$ cat src/rtl/updown_counter_param.sv
`default_nettype none
// ============================================================================
// Module      : updown_counter_param
// Description : Parametrised up/down event counter with programmable modulus,
//               wrap or saturate behaviour at the range limits, an enable
//               prescaler, a terminal-count pulse, boundary flags, sticky
//               overflow/underflow flags and a load range-error pulse.
// Revision    : 1.0 - initial release
// ----------------------------------------------------------------------------
// Parameters:
//   WIDTH    - counter width in bits (>= 2)
//   MOD_MAX  - highest count value, range is 0..MOD_MAX (<= 2**WIDTH-1)
//   SAT_MODE - 0 = wrap at the limits, 1 = saturate at the limits
//   PRESCALE - enabled edges per count step (>= 1)
// Ports:
//   clk      in   rising-edge clock
//   reset    in   synchronous active-high reset
//   clr      in   synchronous clear of count, prescaler and all flags
//   load     in   load data into count
//   data     in   load value (WIDTH bits)
//   en       in   count enable
//   up_dn    in   direction, 1 = up, 0 = down
//   count    out  registered count value
//   tc       out  registered one-cycle terminal-count pulse
//   at_max   out  count == MOD_MAX (combinational)
//   at_min   out  count == 0 (combinational)
//   ovf      out  sticky: up-step taken at MOD_MAX
//   unf      out  sticky: down-step taken at 0
//   load_err out  one-cycle pulse: load value was above MOD_MAX
// ============================================================================
module updown_counter_param #(
  parameter int WIDTH    = 8,
  parameter int MOD_MAX  = 2**WIDTH - 1,
  parameter int SAT_MODE = 0,
  parameter int PRESCALE = 1
) (
  input  logic             clk,
  input  logic             reset,
  input  logic             clr,
  input  logic             load,
  input  logic [WIDTH-1:0] data,
  input  logic             en,
  input  logic             up_dn,
  output logic [WIDTH-1:0] count,
  output logic             tc,
  output logic             at_max,
  output logic             at_min,
  output logic             ovf,
  output logic             unf,
  output logic             load_err
);

  // Prescaler needs at least one bit even when PRESCALE == 1.
  localparam int             c_PW      = (PRESCALE > 1) ? $clog2(PRESCALE) : 1;
  localparam logic [c_PW-1:0]  c_PTERM   = c_PW'(PRESCALE - 1);
  localparam logic [WIDTH-1:0] c_MOD_MAX = WIDTH'(MOD_MAX);
  localparam logic [WIDTH-1:0] c_ONE     = WIDTH'(1);

  logic [WIDTH-1:0] r_count;
  logic [c_PW-1:0]  r_presc;
  logic             r_tc;
  logic             r_ovf;
  logic             r_unf;
  logic             r_load_err;

  logic             w_at_max;
  logic             w_at_min;
  logic             w_presc_term;
  logic             w_load_oor;

  assign w_at_max     = (r_count == c_MOD_MAX);
  assign w_at_min     = (r_count == '0);
  assign w_presc_term = (r_presc == c_PTERM);
  assign w_load_oor   = (data > c_MOD_MAX);

  always_ff @(posedge clk) begin
    if (reset) begin
      r_count    <= '0;
      r_presc    <= '0;
      r_tc       <= 1'b0;
      r_ovf      <= 1'b0;
      r_unf      <= 1'b0;
      r_load_err <= 1'b0;
    end else if (clr) begin
      r_count    <= '0;
      r_presc    <= '0;
      r_tc       <= 1'b0;
      r_ovf      <= 1'b0;
      r_unf      <= 1'b0;
      r_load_err <= 1'b0;
    end else begin
      // Both pulses drop unless this edge re-asserts them below.
      r_tc       <= 1'b0;
      r_load_err <= 1'b0;
      if (load) begin
        r_presc <= '0;
        if (w_load_oor) begin
          // Out-of-range loads clamp to the top of the range.
          r_count    <= c_MOD_MAX;
          r_load_err <= 1'b1;
        end else begin
          r_count <= data;
        end
      end else if (en) begin
        if (w_presc_term) begin
          r_presc <= '0;
          if (up_dn) begin
            if (w_at_max) begin
              r_tc    <= 1'b1;
              r_ovf   <= 1'b1;
              r_count <= (SAT_MODE != 0) ? c_MOD_MAX : '0;
            end else begin
              r_count <= r_count + c_ONE;
            end
          end else begin
            if (w_at_min) begin
              r_tc    <= 1'b1;
              r_unf   <= 1'b1;
              r_count <= (SAT_MODE != 0) ? '0 : c_MOD_MAX;
            end else begin
              r_count <= r_count - c_ONE;
            end
          end
        end else begin
          r_presc <= r_presc + c_PW'(1);
        end
      end
    end
  end

  assign count    = r_count;
  assign tc       = r_tc;
  assign at_max   = w_at_max;
  assign at_min   = w_at_min;
  assign ovf      = r_ovf;
  assign unf      = r_unf;
  assign load_err = r_load_err;

endmodule
`default_nettype wire

$ cat config.mk
export PLATFORM = sky130hd
export DESIGN_NAME = updown_counter_param
export DESIGN_NICKNAME = d
export VERILOG_FILES = /design/src/rtl/updown_counter_param.sv
export SDC_FILE = /design/constraint.sdc
export NUM_CORES = 1
export LEC_CHECK = 0
export CAP_MARGIN = 10
export CORE_MARGIN = 5
export CORE_UTILIZATION = 50
export CTS_CLUSTER_DIAMETER = 120
export DETAILED_ROUTE_END_ITERATION = 7
export GPL_TIMING_DRIVEN = 0
export HOLD_SLACK_MARGIN = 0.05
export PLACE_DENSITY = 0.84
export SLEW_MARGIN = 20
export SYNTH_ARGS = -nofsm -noshare
export SYNTH_HDL_FRONTEND = slang
export SYNTH_SLANG_ARGS = --single-unit
$ cat constraint.sdc
create_clock -name clk -period 2.6 [get_ports clk]
set_input_delay 0.52 -clock clk [delete_from_list [all_inputs] [get_ports clk]]
set_output_delay 0.52 -clock clk [all_outputs]
set_load 0.02 [all_outputs]
==> qor.yml <==
synth_cell_type_count: 38
max_slew_margin_pct: 65.5
synth_ff_type: "dfxtp_1"
slew_violations: 0
grt_usage_pct: 22.1
hpwl_mm: 2.06
end_kind: "primary output"
ir_worst_vdd_uv: 278
arrival_ns: 1.92
synthTopCellsByArea: "dfxtp_1 23%, a21oi_1 9.1%, o21ai_0 4.8%"
gp_congestion: 0.892
worstHoldPathCells: 2
sw_frac_of_total_pct: 34.6
hp-class: "register to register"
via_per_inst: 5.75
wl_per_cell_um: 15.3
most-common-layout-cells: "22 x clkdlybuf4s50_1, 17 x a21oi_1, 12 x nor2_1"
syn_area_per_cell_sq_um: 7.17
p_comb_share_pct: 34.9
core_area_sq_um: 1760
startpoint: "count[0]"
cts-buffers-inserted: 3
rrSetupSlack_ns: 0.71
grt_pass1_wl_mm: 4.57
yosys_warnings: 0
clock_skew_ns: 0.00365
met2_usage_pct: 39.8
final_util_pct: 70.9
drt_wl_total_mm: 2.82
gr-usage-met1_pct: 23.2
power.internal_uw: 308
max_freq_mhz: 410
p_leak_uw: 0.000486
rsz0062_at_grt: "false"
yosysTopAreaCell: "dfxtp_1"
overflow: 0
syn_nets: 148
fp.dieH_um: 53.4
yosysTopAreaCellShare_pct: 23.4
busiest_layer: "met2"
required_ns: 2.08
fin_setup_tns_ns: 0
seq_area_frac_synth_pct: 23.4
ys_ff_latch: 11
vias: 1058
grt_use_met3_pct: 6.20
r2r_end: "count[4]"
dr.first_iter.drc_count: 49
post_cts_buffers: 0
power.density_nw_per_um2: 377
cts-root-buf: "clkbuf_4"
maxCapViolCount: 0
clk_pin_slew_ns: 0.08
p_seq_share_pct: 38.3
layout-drive-gt1-share_pct: 11.9
numPortBuffers: 24
crit_fanout: 8
ctsHtreeMaxLevel: 1
synth_edf_count: 0
clockBufferDepth: 2
netlist_instances: 131
p_clk_share_pct: 26.8
hold_viol: 0
run_status: "finished clean"
die_x_um: 53.4
min_period_ns: 2.44
dr.pass1.iters: 4
startpoint_type: "register"
r2r_cells: 8
io-pin-count: 28
mostFrequentLayoutCell: "clkdlybuf4s50_1"
clock_sinks: 11
grt_pass1_vias: 1067
area_delta_synth_final_pct: 33.2
setup_violations: 0
grt_antenna_before_repair: 0
dieArea_sq_um: 2850
floorplan.initialDensity_pct: 53.3
finalCritPeriodShare_pct: 93.9
core.rowCount: 15
power.net_switching_uw: 163
postRouteAntennaNets: 0
tritoncts: "built"
criticalPathCategory: "register to primary output"
rr_startpoint: "count[0]"
setup.worst_path.end: "at_min"
syn_area_sq_um: 940
clock_latency_ns: 0.29
insertedDiodeCount: 0
remaining_drc_errors: 0
async_flop_share_pct: 0
p_total_uw: 471
grt_max_degree: 11
worst_pin_slew_ns: 0.518
final_net_count: 177
[power by group through the flow]
stage	registers [uW]	clock network (uW)	logic, uW
2_1_floorplan	191	0	99.2
3_3_place_gp	184	0	157
6_report	181	126	164
4_1_cts	180	128	163
5_1_grt	182	139	177
3_5_place_dp	184	0	161
[synth_stat cells, types with 2 or more instances]
master / instances
a21oi_1: 17
nor2_1: 12
dfxtp_1: 11
nand2_1: 10
o21ai_0: 9
inv_1: 7
nand3_1: 7
clkbuf_1: 6
a31oi_1: 4
nor3_1: 4
buf_2: 3
buf_4: 3
ha_1: 3
nor2b_1: 3
a221oi_1: 2
buf_6: 2
nand3b_1: 2
nor3b_1: 2
o211ai_1: 2
o31ai_1: 2
xnor2_1: 2
xor2_1: 2
[sequential cells by signal (all words and copies together), names as in the netlist]
name,count
unf,1
count,8
tc,1
ovf,1
[cell families after synthesis]
family | Yosys count | share of synthesized area (%)
AOI/OAI and AO/OA | 40 | 25.2
xor gates and xnor gates | 4 | 3.73
buffers and inverters | 21 | 11.6
adders and majority gates | 3 | 4.00
DFF | 11 | 23.4
muxes | 1 | 1.07
and+or+nand+nor | 50 | 30.6
other | 1 | 0.399
[worst min-delay path by stage]
| stage | startpoint | endpoint | slack, ns |
|---|---|---|---|
| after floorplan | unf | unf | 0.57 |
| after global placement | ovf | ovf | 0.45 |
| after detailed placement | ovf | ovf | 0.47 |
| after CTS | ovf | ovf | 0.49 |
| after global routing | ovf | ovf | 0.57 |
| final | ovf | ovf | 0.49 |
[through the flow]
step / cell area (sq um) / hold slack, ns / instances / setup slack, ns
global placement: 1210 / 0.452 / 180 / 0.158
CTS: 1250 / 0.487 / 184 / 0.159
floorplan: 940 / 0.570 / 131 / 0.707
global route: 1250 / 0.571 / 184 / 0.0491
detailed placement: 1210 / 0.467 / 180 / 0.120
finish: 1250 / 0.493 / 184 / 0.159
[critical path, stage by stage (launching register included)]
cell and delay (ns):
dfxtp_1 0.33, buf_2 0.18, inv_1 0.12, ha_1 0.16, nor4b_4 0.30, nand2_1 0.13
inv_1 0.07, dlygate4sd2_1 0.33
[final cells by class]
class,count,area [sq um]
repair buffers,24,238
well taps,25,31.3
clock buffers,3,22.5
fillers,168,513
plain buffers,14,82.6
inverters,7,26.3
flip-flops and latches,11,220
multi-input cells,99,626
clock inverters,1,5.00
[timing repair]
| action | in CTS | in global routing |
|---|---|---|
| setup endpoints to repair | 2 | 0 |
| endpoints found under the hold margin | 0 | 0 |
| resized for setup | 4 | 0 |
| hold buffers | 0 | 0 |
[layer usage]
metal | share of wire, % | wire length [um]
met4 | 1.7 | 48
met5 | 0 | 0
met2 | 51 | 1440
met3 | 7.6 | 215
met1 | 40 | 1120
Note: power is estimated with default switching activity, not from simulation.
==> variant: new RTL, same settings <==
Register the outputs `at_max` and `at_min`, with the module's reset; this adds one clock of latency there. The other outputs are not delayed to match. Comments in the files are not updated.
--- a/src/rtl/updown_counter_param.sv
+++ b/src/rtl/updown_counter_param.sv
@@ -130,8 +130,15 @@
 
   assign count    = r_count;
   assign tc       = r_tc;
-  assign at_max   = w_at_max;
-  assign at_min   = w_at_min;
+  always_ff @(posedge clk) begin
+    if (reset) begin
+      at_max <= '0;
+      at_min <= '0;
+    end else begin
+      at_max <= w_at_max;
+      at_min <= w_at_min;
+    end
+  end
   assign ovf      = r_ovf;
   assign unf      = r_unf;
   assign load_err = r_load_err;
Behaviour: not the same (Yosys sat finds a counterexample within 4 cycles, from zero or initial values and one cycle with reset high).
==> variant against the unedited design <==
Cell area decreased by 0.30%; wire length decreased by 5.7%; power increased by 5.1%; sequential cell count increased by 2; area after synthesis increased by 1.1%; utilization decreased by 0.21 points; maximum frequency increased by 17%; worst setup slack improved by 350 ps; cell count decreased by 3.8%; critical path type is now input pin to flop; largest power group unchanged.
==> variant: results (changes against the unedited design) <==
Yosys
Ranking of synthesized cells by instance count: dfxtp_1, nor2_1, a21oi_1 (was a21oi_1, nor2_1, dfxtp_1). Largest cells by area after synthesis: dfxtp_1, a21oi_1, nor2_1 (was dfxtp_1, a21oi_1, o21ai_0). The number of distinct library cells after synthesis came to 47 (was 38). The share of synthesized area occupied by flip-flops and latches is 27.4% (was 23.4%). The XOR/XNOR share of the synthesized area came to 2.77% (was 3.73%). The multiplexer share of the synthesized area was 2.11% (was 1.07%). The area share of fa/ha/maj cells after synthesis is 3.95% (was 3.99%).

The fraction of the mapped netlist area in compound gates is 28.1% (was 25.2%).

Critical path
The worst-case reg-to-reg path depth is 7 (was 8). The destination of the worst register-to-register timing path is count[0] (was count[4]). The critical path data arrival time is 2300 ps (was 1920 ps).

The category of the worst setup path capture point is a flop (was output port). The endpoint of the worst setup timing path is count[5] (was at_min). The minimum setup slack among reg-to-reg paths is 630 ps (was 710 ps). The highest fanout seen on the critical path came to 10 (was 8).

The worst flop-to-flop path startpoint is count[1] (was count[0]). The timing startpoint of the critical path is en (was count[0]). The cell type of the slowest stage on the worst timing path is clkdlybuf4s50_1 (was dfxtp_1).

GRT
The overall fraction of global-route tracks in use is 20.1% (was 22.1%). The met2 track demand over resource came to 35.3% (was 39.8%). The wire length of the first global-routing pass was 4230 um (was 4570 um).

Detailed routing
The routed metal-1 wirelength was 1110 um (was 1120 um). The via count normalized by instance count is 5.95 (was 5.75). The routed wire length is 2660 um (was 2820 um). The sum of met2 wire segment lengths after detailed routing is 1300 um (was 1440 um). The wire length on met3 came to 229 um (was 215 um).

Placed design
The half-perimeter wire length after placement is 1980 um (was 2060 um). The placer's final routability congestion estimate came to 0.890 (was 0.892).

STA
The final hold slack is 477 ps (was 493 ps). The clock skew after layout came to 4.16 ps (was 3.65 ps).

Power
The worst voltage drop across the vdd grid came to 0.419 mV (was 0.278 mV). The static power due to leakage is 0.427 nW (was 0.486 nW). The power attributed to sequential cells came to 0.216 mW (was 0.181 mW). The relative contribution of combinational cells to total power is 30.2% (was 34.9%).

Hold path
The hold path endpoint is unf (was ovf). The startpoint of the most critical hold path is unf (was ovf).

Finish
The layout cell share with drive strength beyond 1 came to 9.21% (was 11.9%). The number of filler instances in the final layout is 170 (was 168).

Run status
Result of the run: completed (unchanged).
-- variant: cell types whose count changed after synthesis, moves of 3 or more --
cell      change
a21oi_1       -7
a31oi_1       -3
clkbuf_1      -3
inv_1         -3
nand2_1       -3
nand3_1       -3
o21a_1        +3
o21ai_0       -5
-- variant: cell type report --
type	instances	area (um2)	area share [%]
multi-input combinational	97	622	49.8
sequential	13	260	20.9
timing repair buffer	24	240	19.3
buffer	10	52.6	4.21
tap	25	31.3	2.51
clock buffer	4	26.3	2.11
inverter	4	15.0	1.20
-- variant: metrics by stage --
| stage | power, mW | cell area [um2] | cells | setup WS [ps] |
|---|---|---|---|---|
| after CTS | 0.495 | 1250 | 177 | 565 |
| after global routing | 0.520 | 1250 | 177 | 381 |
| after floorplan | 0.314 | 950 | 124 | 825 |
| after global placement | 0.365 | 1220 | 173 | 262 |
| final | 0.495 | 1250 | 177 | 507 |
| after detailed placement | 0.368 | 1220 | 173 | 270 |
